### config.mk
export PLATFORM = sky130hd
export DESIGN_NAME = vending_machine_param
export DESIGN_NICKNAME = d
export VERILOG_FILES = /design/src/rtl/vending_machine_param.sv
export SDC_FILE = /design/constraint.sdc
export NUM_CORES = 1
export LEC_CHECK = 0
export ABC_AREA = 0
export ABC_CLOCK_PERIOD_IN_PS = 6000
export CORE_UTILIZATION = 45
export CTS_CLUSTER_SIZE = 10
export DETAILED_ROUTE_END_ITERATION = 7
export GPL_ROUTABILITY_DRIVEN = 0
export HOLD_SLACK_MARGIN = 0.05
export PLACE_DENSITY_LB_ADDON = 0.25
export SLEW_MARGIN = 20
export SYNTH_ARGS = -nofsm -noshare
export SYNTH_HDL_FRONTEND = slang
export SYNTH_SLANG_ARGS = --single-unit
### constraint.sdc
create_clock -name CLK -period 6 [get_ports CLK]
set_input_delay 0.9 -clock CLK [delete_from_list [all_inputs] [get_ports CLK]]
set_output_delay 0.9 -clock CLK [all_outputs]
set_load 0.02 [all_outputs]
### src/rtl/vending_machine_param.sv
// Card-operated vending FSM: two-digit key entry, per-slot stock counters, payment wait, vend.
// Latency: all outputs decode the state register, so they follow the causing input by one cycle.
// No backpressure: inputs are sampled every cycle; wait counters bound each key and payment wait.
module vending_machine_param #(
    parameter int ROWS         = 2,
    parameter int COLS         = 5,
    parameter int STOCK_W      = 4,
    parameter int STOCK_MAX    = 10,
    parameter int KEY_TIMEOUT  = 5,
    parameter int TRAN_TIMEOUT = 5,
    parameter int COST_W       = 3,
    parameter logic [ROWS*COST_W-1:0] COST_TABLE = {3'd5, 3'd2}
) (
    input  logic              CLK,
    input  logic              RESET,
    input  logic              RELOAD,
    input  logic              CARD_IN,
    input  logic [2:0]        ITEM_CODE,
    input  logic              KEY_PRESS,
    input  logic              VALID_TRAN,
    input  logic              CANCEL,
    output logic              VEND,
    output logic              INVALID_SEL,
    output logic              SOLD_OUT,
    output logic [COST_W-1:0] COST,
    output logic              FAILED_TRAN,
    output logic              BUSY
);

    localparam logic [3:0] S_RST      = 4'd0;
    localparam logic [3:0] S_IDLE     = 4'd1;
    localparam logic [3:0] S_LOAD     = 4'd2;
    localparam logic [3:0] S_KEY1     = 4'd3;
    localparam logic [3:0] S_KEY2     = 4'd4;
    localparam logic [3:0] S_CHECK    = 4'd5;
    localparam logic [3:0] S_TRANSACT = 4'd6;
    localparam logic [3:0] S_VEND     = 4'd7;
    localparam logic [3:0] S_INVALID  = 4'd8;
    localparam logic [3:0] S_SOLDOUT  = 4'd9;
    localparam logic [3:0] S_FAILED   = 4'd10;

    localparam int TMAX  = (KEY_TIMEOUT > TRAN_TIMEOUT) ? KEY_TIMEOUT : TRAN_TIMEOUT;
    localparam int CNT_W = $clog2(TMAX + 1);

    logic [3:0]         state_q;
    logic [3:0]         state_nxt;
    logic [CNT_W-1:0]   wait_cnt;
    logic [2:0]         row_q;
    logic [2:0]         col_q;
    logic [STOCK_W-1:0] stock [ROWS][COLS];
    logic [STOCK_W-1:0] slot_stock;
    logic [COST_W-1:0]  cost_sel;
    logic               code_bad;
    logic               key_to;
    logic               tran_to;

    // Widened by one bit so COLS = 8 still compares correctly against a 3-bit digit.
    assign code_bad = (row_q == 3'd0) || ({1'b0, row_q} > 4'(ROWS)) || ({1'b0, col_q} >= 4'(COLS));
    assign key_to   = (wait_cnt == CNT_W'(KEY_TIMEOUT - 1));
    assign tran_to  = (wait_cnt == CNT_W'(TRAN_TIMEOUT - 1));

    always_comb begin
        slot_stock = '0;
        cost_sel   = '0;
        for (int r = 0; r < ROWS; r++) begin
            if (row_q == 3'(r + 1)) begin
                cost_sel = COST_TABLE[r*COST_W +: COST_W];
            end
            for (int c = 0; c < COLS; c++) begin
                if (row_q == 3'(r + 1) && col_q == 3'(c)) begin
                    slot_stock = stock[r][c];
                end
            end
        end
    end

    always_comb begin
        state_nxt = state_q;
        case (state_q)
            S_RST:  state_nxt = S_IDLE;
            S_IDLE: begin
                if (RELOAD)       state_nxt = S_LOAD;
                else if (CARD_IN) state_nxt = S_KEY1;
            end
            S_LOAD: state_nxt = S_IDLE;
            S_KEY1: begin
                if (CANCEL)         state_nxt = S_IDLE;
                else if (KEY_PRESS) state_nxt = S_KEY2;
                else if (key_to)    state_nxt = S_IDLE;
            end
            S_KEY2: begin
                if (CANCEL)         state_nxt = S_IDLE;
                else if (KEY_PRESS) state_nxt = S_CHECK;
                else if (key_to)    state_nxt = S_IDLE;
            end
            S_CHECK: begin
                if (code_bad)              state_nxt = S_INVALID;
                else if (slot_stock == '0) state_nxt = S_SOLDOUT;
                else                       state_nxt = S_TRANSACT;
            end
            S_TRANSACT: begin
                if (CANCEL)          state_nxt = S_IDLE;
                else if (VALID_TRAN) state_nxt = S_VEND;
                else if (tran_to)    state_nxt = S_FAILED;
            end
            S_VEND, S_INVALID, S_SOLDOUT, S_FAILED: state_nxt = S_IDLE;
            default: state_nxt = S_RST;
        endcase
    end

    always_ff @(posedge CLK) begin
        if (RESET) begin
            state_q  <= S_RST;
            wait_cnt <= '0;
            row_q    <= '0;
            col_q    <= '0;
        end else begin
            state_q <= state_nxt;
            // Cleared on every state change so each waiting state starts counting from zero.
            if (state_nxt != state_q) begin
                wait_cnt <= '0;
            end else if (state_q == S_KEY1 || state_q == S_KEY2 || state_q == S_TRANSACT) begin
                wait_cnt <= wait_cnt + CNT_W'(1);
            end
            if (state_q == S_KEY1 && !CANCEL && KEY_PRESS) row_q <= ITEM_CODE;
            if (state_q == S_KEY2 && !CANCEL && KEY_PRESS) col_q <= ITEM_CODE;
        end
    end

    always_ff @(posedge CLK) begin
        for (int r = 0; r < ROWS; r++) begin
            for (int c = 0; c < COLS; c++) begin
                if (RESET) begin
                    stock[r][c] <= '0;
                end else if (state_q == S_LOAD) begin
                    stock[r][c] <= STOCK_W'(STOCK_MAX);
                end else if (state_q == S_VEND && row_q == 3'(r + 1) && col_q == 3'(c)
                             && stock[r][c] != '0) begin
                    stock[r][c] <= stock[r][c] - STOCK_W'(1);
                end
            end
        end
    end

    assign VEND        = (state_q == S_VEND);
    assign INVALID_SEL = (state_q == S_INVALID);
    assign SOLD_OUT    = (state_q == S_SOLDOUT);
    assign FAILED_TRAN = (state_q == S_FAILED);
    assign COST        = (state_q == S_TRANSACT) ? cost_sel : '0;
    assign BUSY        = (state_q != S_IDLE);

endmodule

Yosys cells after proc, flatten, opt, wreduce, memory -nomap -nowiden
Memories as Yosys holds them, arrays and structs flattened.
Cells that the tools add are included.
- multiplexer cells: 91
- add/sub/neg operators: 11
- magnitude comparators: 2
- equal/unequal tests: 19
- bitwise operators: 20
- reduce and logical (&&, ||, !) cells: 57
- operators with widths (cell ; number):
    2-to-1 mux 4 bit ; 42
    2-to-1 mux 1 bit ; 45
    nonzero test 4 bit ; 10
    subtractor 4 x 1 -> 4 bit, second input constant ; 10
    logical AND 1 bit ; 36
    case mux 4 bit (6 select lines) ; 1
    OR 1 bit ; 20
    equality test 4 x 3 -> 1 bit, second input constant ; 4
    equality test 4 bit, second input constant ; 3
    equality test 3 x 2 -> 1 bit, second input constant ; 3
    equality test 4 x 2 -> 1 bit, second input constant ; 2
    logical NOT 4 bit ; 2
    equality test 3 x 1 -> 1 bit, second input constant ; 2
    equality test 3 bit, second input constant ; 2
    logical NOT 3 bit ; 2
    2-to-1 mux 3 bit ; 2
    OR reduction 6 bit ; 1
    equality test 4 x 1 -> 1 bit, second input constant ; 1
    logical OR 1 bit ; 4
    inequality test 4 x 1 -> 1 bit, second input constant ; 1
    inequality test 4 bit ; 1
    adder 3 x 1 -> 3 bit, second input constant ; 1
    greater-or-equal comparator 3 bit, second input constant ; 1
    greater-than comparator 3 x 2 -> 1 bit, second input constant ; 1
    other kinds (3) ; 3
- register bits after elaboration: 13
- output and inout port bits: 8
- memories kept: 1
- word-level logic and storage cells: 205
- memory bits (writable): 40
- memory list (name ; words ; width ; rd ports ; clocked after Yosys merged registers in ; write ports ; line ; RTL):
    stock ; 2 ; 20 ; 2 ; 0 ; 2 ; 50 ; logic [STOCK_W-1:0] stock [ROWS][COLS];

Logic depth before layout (Yosys ltp)
- word-level depth: 18
- gate-level depth with buffers: 9

Worst setup path after synthesis
Ideal clock, no wire load.
- kind: register to output
- start point: register state_q[1]
- end point: output port COST[2]
- setup slack: 3.401 ns
- buffers on the path: 3
- cell stages (with the launch flop): 6
- required time: 5.100 ns
- arrival time: 1.699 ns
- path through: dfxtp_1 > buf_6 > clkbuf_1 > nand3_1 > nor3b_1 > buf_4
- cells in the longest elaborated chain, start to end: 2
- RTL lines (element ; line ; RTL):
    from (decl) ; 45 ; logic [3:0] state_q;
    from (signal assigned) ; 118 ; state_q <= state_nxt;
    equality test 4 x 3 -> 1 bit ; 149 ; assign COST = (state_q == S_TRANSACT) ? cost_sel : '0;
    2-to-1 mux 3 bit ; 149 ;
    to (decl) ; 25 ; output logic [COST_W-1:0] COST,
Every way passes these cells.

Final worst setup path
- start point: register state_q[1]
- end point: output port VEND
- cells in the longest elaborated chain, start to end: 1
- RTL lines (element ; line ; RTL):
    equality test 4 x 3 -> 1 bit ; 145 ; assign VEND = (state_q == S_VEND);
    to (decl) ; 22 ; output logic VEND,
Every way passes these cells.

==> impl_metrics.tcl <==
set metrics [dict create \
    async_flop_share 0 \
    cts_resized 0 \
    grt_first_pass_wirelength_mm 11.47 \
    ant_nets 0 \
    diodes 0 \
    worst_skew_pair.late_latency_ns 0.31 \
    synth-seq-area-share 0.4434 \
    ys.flop_type "edfxtp_1" \
    hold_start "row_q[1]" \
    timing.rr.end "wait_cnt[2]" \
    slew_viol_final 0 \
    syn2layout_area_growth_pct 8.580 \
    post-route-min-period_ns 3.084 \
    post_cts_buffers 0 \
    clock-sinks 53 \
    tns_ns 0 \
    port_buffers 17 \
    r2r_cells 6 \
    start_util 0.4746 \
    hold_path_end "row_q[1]" \
    dp_hpwl_mm 4.882 \
    syn-cell-area_um2 3296 \
    fin_crit_sh 0.5139 \
    timing.hold.ws_ns 0.5661 \
    min_delay_path_depth 2 \
    syn-num-nets 373 \
    max-slew-margin-rel 0.3234 \
    endpoint_kind "primary output" \
    drt_iter0_drc 134 \
    pin_count 18 \
    dieArea_um2 7670 \
    cts.htree.levels 2 \
    core_area_um2 6944 \
    skew_ns 0.006586 \
    r2r_slack_ns 3.25 \
    grt_overflow_total 0 \
    met2_usage 0.3253 \
    max_freq_mhz 324.3 \
    vias_per_cell 5.517 \
    cp_max_fo 18 \
    rsz0062_at_grt "no" \
    regToRegStartpoint "col_q[0]" \
    syn_area_per_cell_um2 9.389 \
    drc_errors 0 \
    cts_root_buffer "clkbuf_8" \
    cts_tree "done" \
    hold_viol 0 \
    nFillCells 661 \
    drtPass1Iterations 4 \
    worstMarginPinSlew_ns 1.011 \
    met3_usage 0.03110 \
    grt_pass1_vias 2445 \
    ctsHoldBuffers 0 \
    wl_per_cell_um 14.14 \
    clkSlewWorstSetupHoldPaths_ns 0.09 \
    antenna_found_initial 0 \
    syn_inst 351 \
    final_util 0.5153 \
    vdd_drop_max_v 0.00009261 \
    status "finished clean" \
    setup_violations 0 \
    hp-class "register to register" \
    worstPathRequired_ns 5.10 \
    die-width_um 87.58 \
    synth-edff-count 40 \
    p_leak_nw 1.301 \
    clock_path_buffers 2 \
    synth_area_leaders "edfxtp_1, dfxtp_1, nor2_1" \
    grt_max_degree 19 \
    grtUsageTotal 0.1923 \
    drive_above_1_share 0.05249 \
    busiest_layer "met2" \
    ys_seq_elements 53 \
    arrival_ns 2.18 \
    routed_wl_mm 6.476 \
    vias 2527 \
    start_kind "register" \
    ys_warn_count 0 \
    synth_cell_types 54 \
    die_y_um 87.58 \
    powerDensity_nw_per_um2 197.4 \
    crit_type "register to primary output" \
    synth_top_area_frac 0.3645 \
    met1_usage 0.2556 \
    nets 383 \
    synth_top_area_cell "edfxtp_1" \
    cap_violations 0 \
    rows 30 \
    cts_buffers 5 \
]
[layout by cell type, fill, tap and decap left out, drive strengths merged, types with 3 or more instances in the layout]
cell and count:
a211oi 5, edfxtp 40, mux2i 7, nand4 6, nand2b 7, nor3 11, nand3 10, nor4b 3
ha 12, nor2 61, a21oi 13, nor2b 3, nor4 7, mux4 3, dfxtp 13, inv 26
o21bai 3, clkdlybuf4s50 17, o21ai 25, clkbuf 7, o211ai 3, nor3b 4, nand2 27, xnor2 19
[worst max path at each step]
stage                             end  slack (ns)  cells past startpoint       start
after global routing             VEND        2.71                      3  state_q[1]
after global placement    stock[0][0]        2.69                      4       RESET
after CTS                        VEND        2.91                      3  state_q[1]
after floorplan               COST[2]        3.40                      5  state_q[1]
final                            VEND        2.92                      3  state_q[1]
after detailed placement  stock[0][0]        2.68                      4       RESET
[per-layer routing]
metal	share of wire	routed length, um	vias up
li1	-	-	1275
met4	0.012	78	0
met2	0.48	3129	29
met1	0.48	3120	1216
met3	0.023	147	7
met5	0	0	-
[layout make-up]
type                    count  area (um^2)  area share
inverters                  26        97.59     0.02727
well taps                  96        120.1     0.03357
clock inverters             1        5.005    0.001399
multi-input cells         258         1648      0.4605
repair buffers             17        170.2     0.04755
clock buffers               7        76.32     0.02133
flip-flops and latches     53         1461      0.4084
[critical path, cell delays in order, from the launching register on]
cell and delay (ns):
dfxtp_1 0.65, nand3_1 0.37, inv_1 0.22, clkdlybuf4s50_1 0.63
[sequential cells by signal, indices dropped and copies added, names as in the netlist]
signal    count
stock        40
state_q       4
col_q         3
row_q         3
wait_cnt      3
[report_power, final]
part	internal (W)	switching, W	leakage (nW)
Combinational	0.0000378	0.0000443	0.737
Clock	0.0000821	0.000111	0.0422
Sequential	0.000413	0.0000189	0.522
Total	0.000532	0.000174	1.30
[cell families after synthesis]
group                    synth area share
AND/OR/NAND/NOR                    0.2324
AO/OA/AOI/OAI                      0.1245
flip-flops                         0.4434
buffers and inverters             0.05657
XOR/XNOR                          0.05581
adder cells (fa/ha/maj)           0.04556
multiplexers                      0.04176
[synth_stat cells (10+ instances only)]
master / number
a21oi_1: 13
nor3_1: 11
xnor2_1: 19
ha_1: 12
inv_1: 26
dfxtp_1: 13
nand2_1: 26
edfxtp_1: 40
o21ai_0: 24
nand3_1: 10
nor2_1: 61
[through the flow]
stage | instances | total power, W | worst slack, ns | instance area (um^2)
after global placement | 450 | 0.0005205 | 2.694 | 3497
after floorplan | 351 | 0.0004967 | 3.401 | 3296
final | 458 | 0.0007062 | 2.916 | 3578
after detailed placement | 450 | 0.0005215 | 2.681 | 3497
after global routing | 458 | 0.0007413 | 2.708 | 3578
after CTS | 458 | 0.0007166 | 2.913 | 3578
No activity file was read; power rests on OpenSTA's default activity.
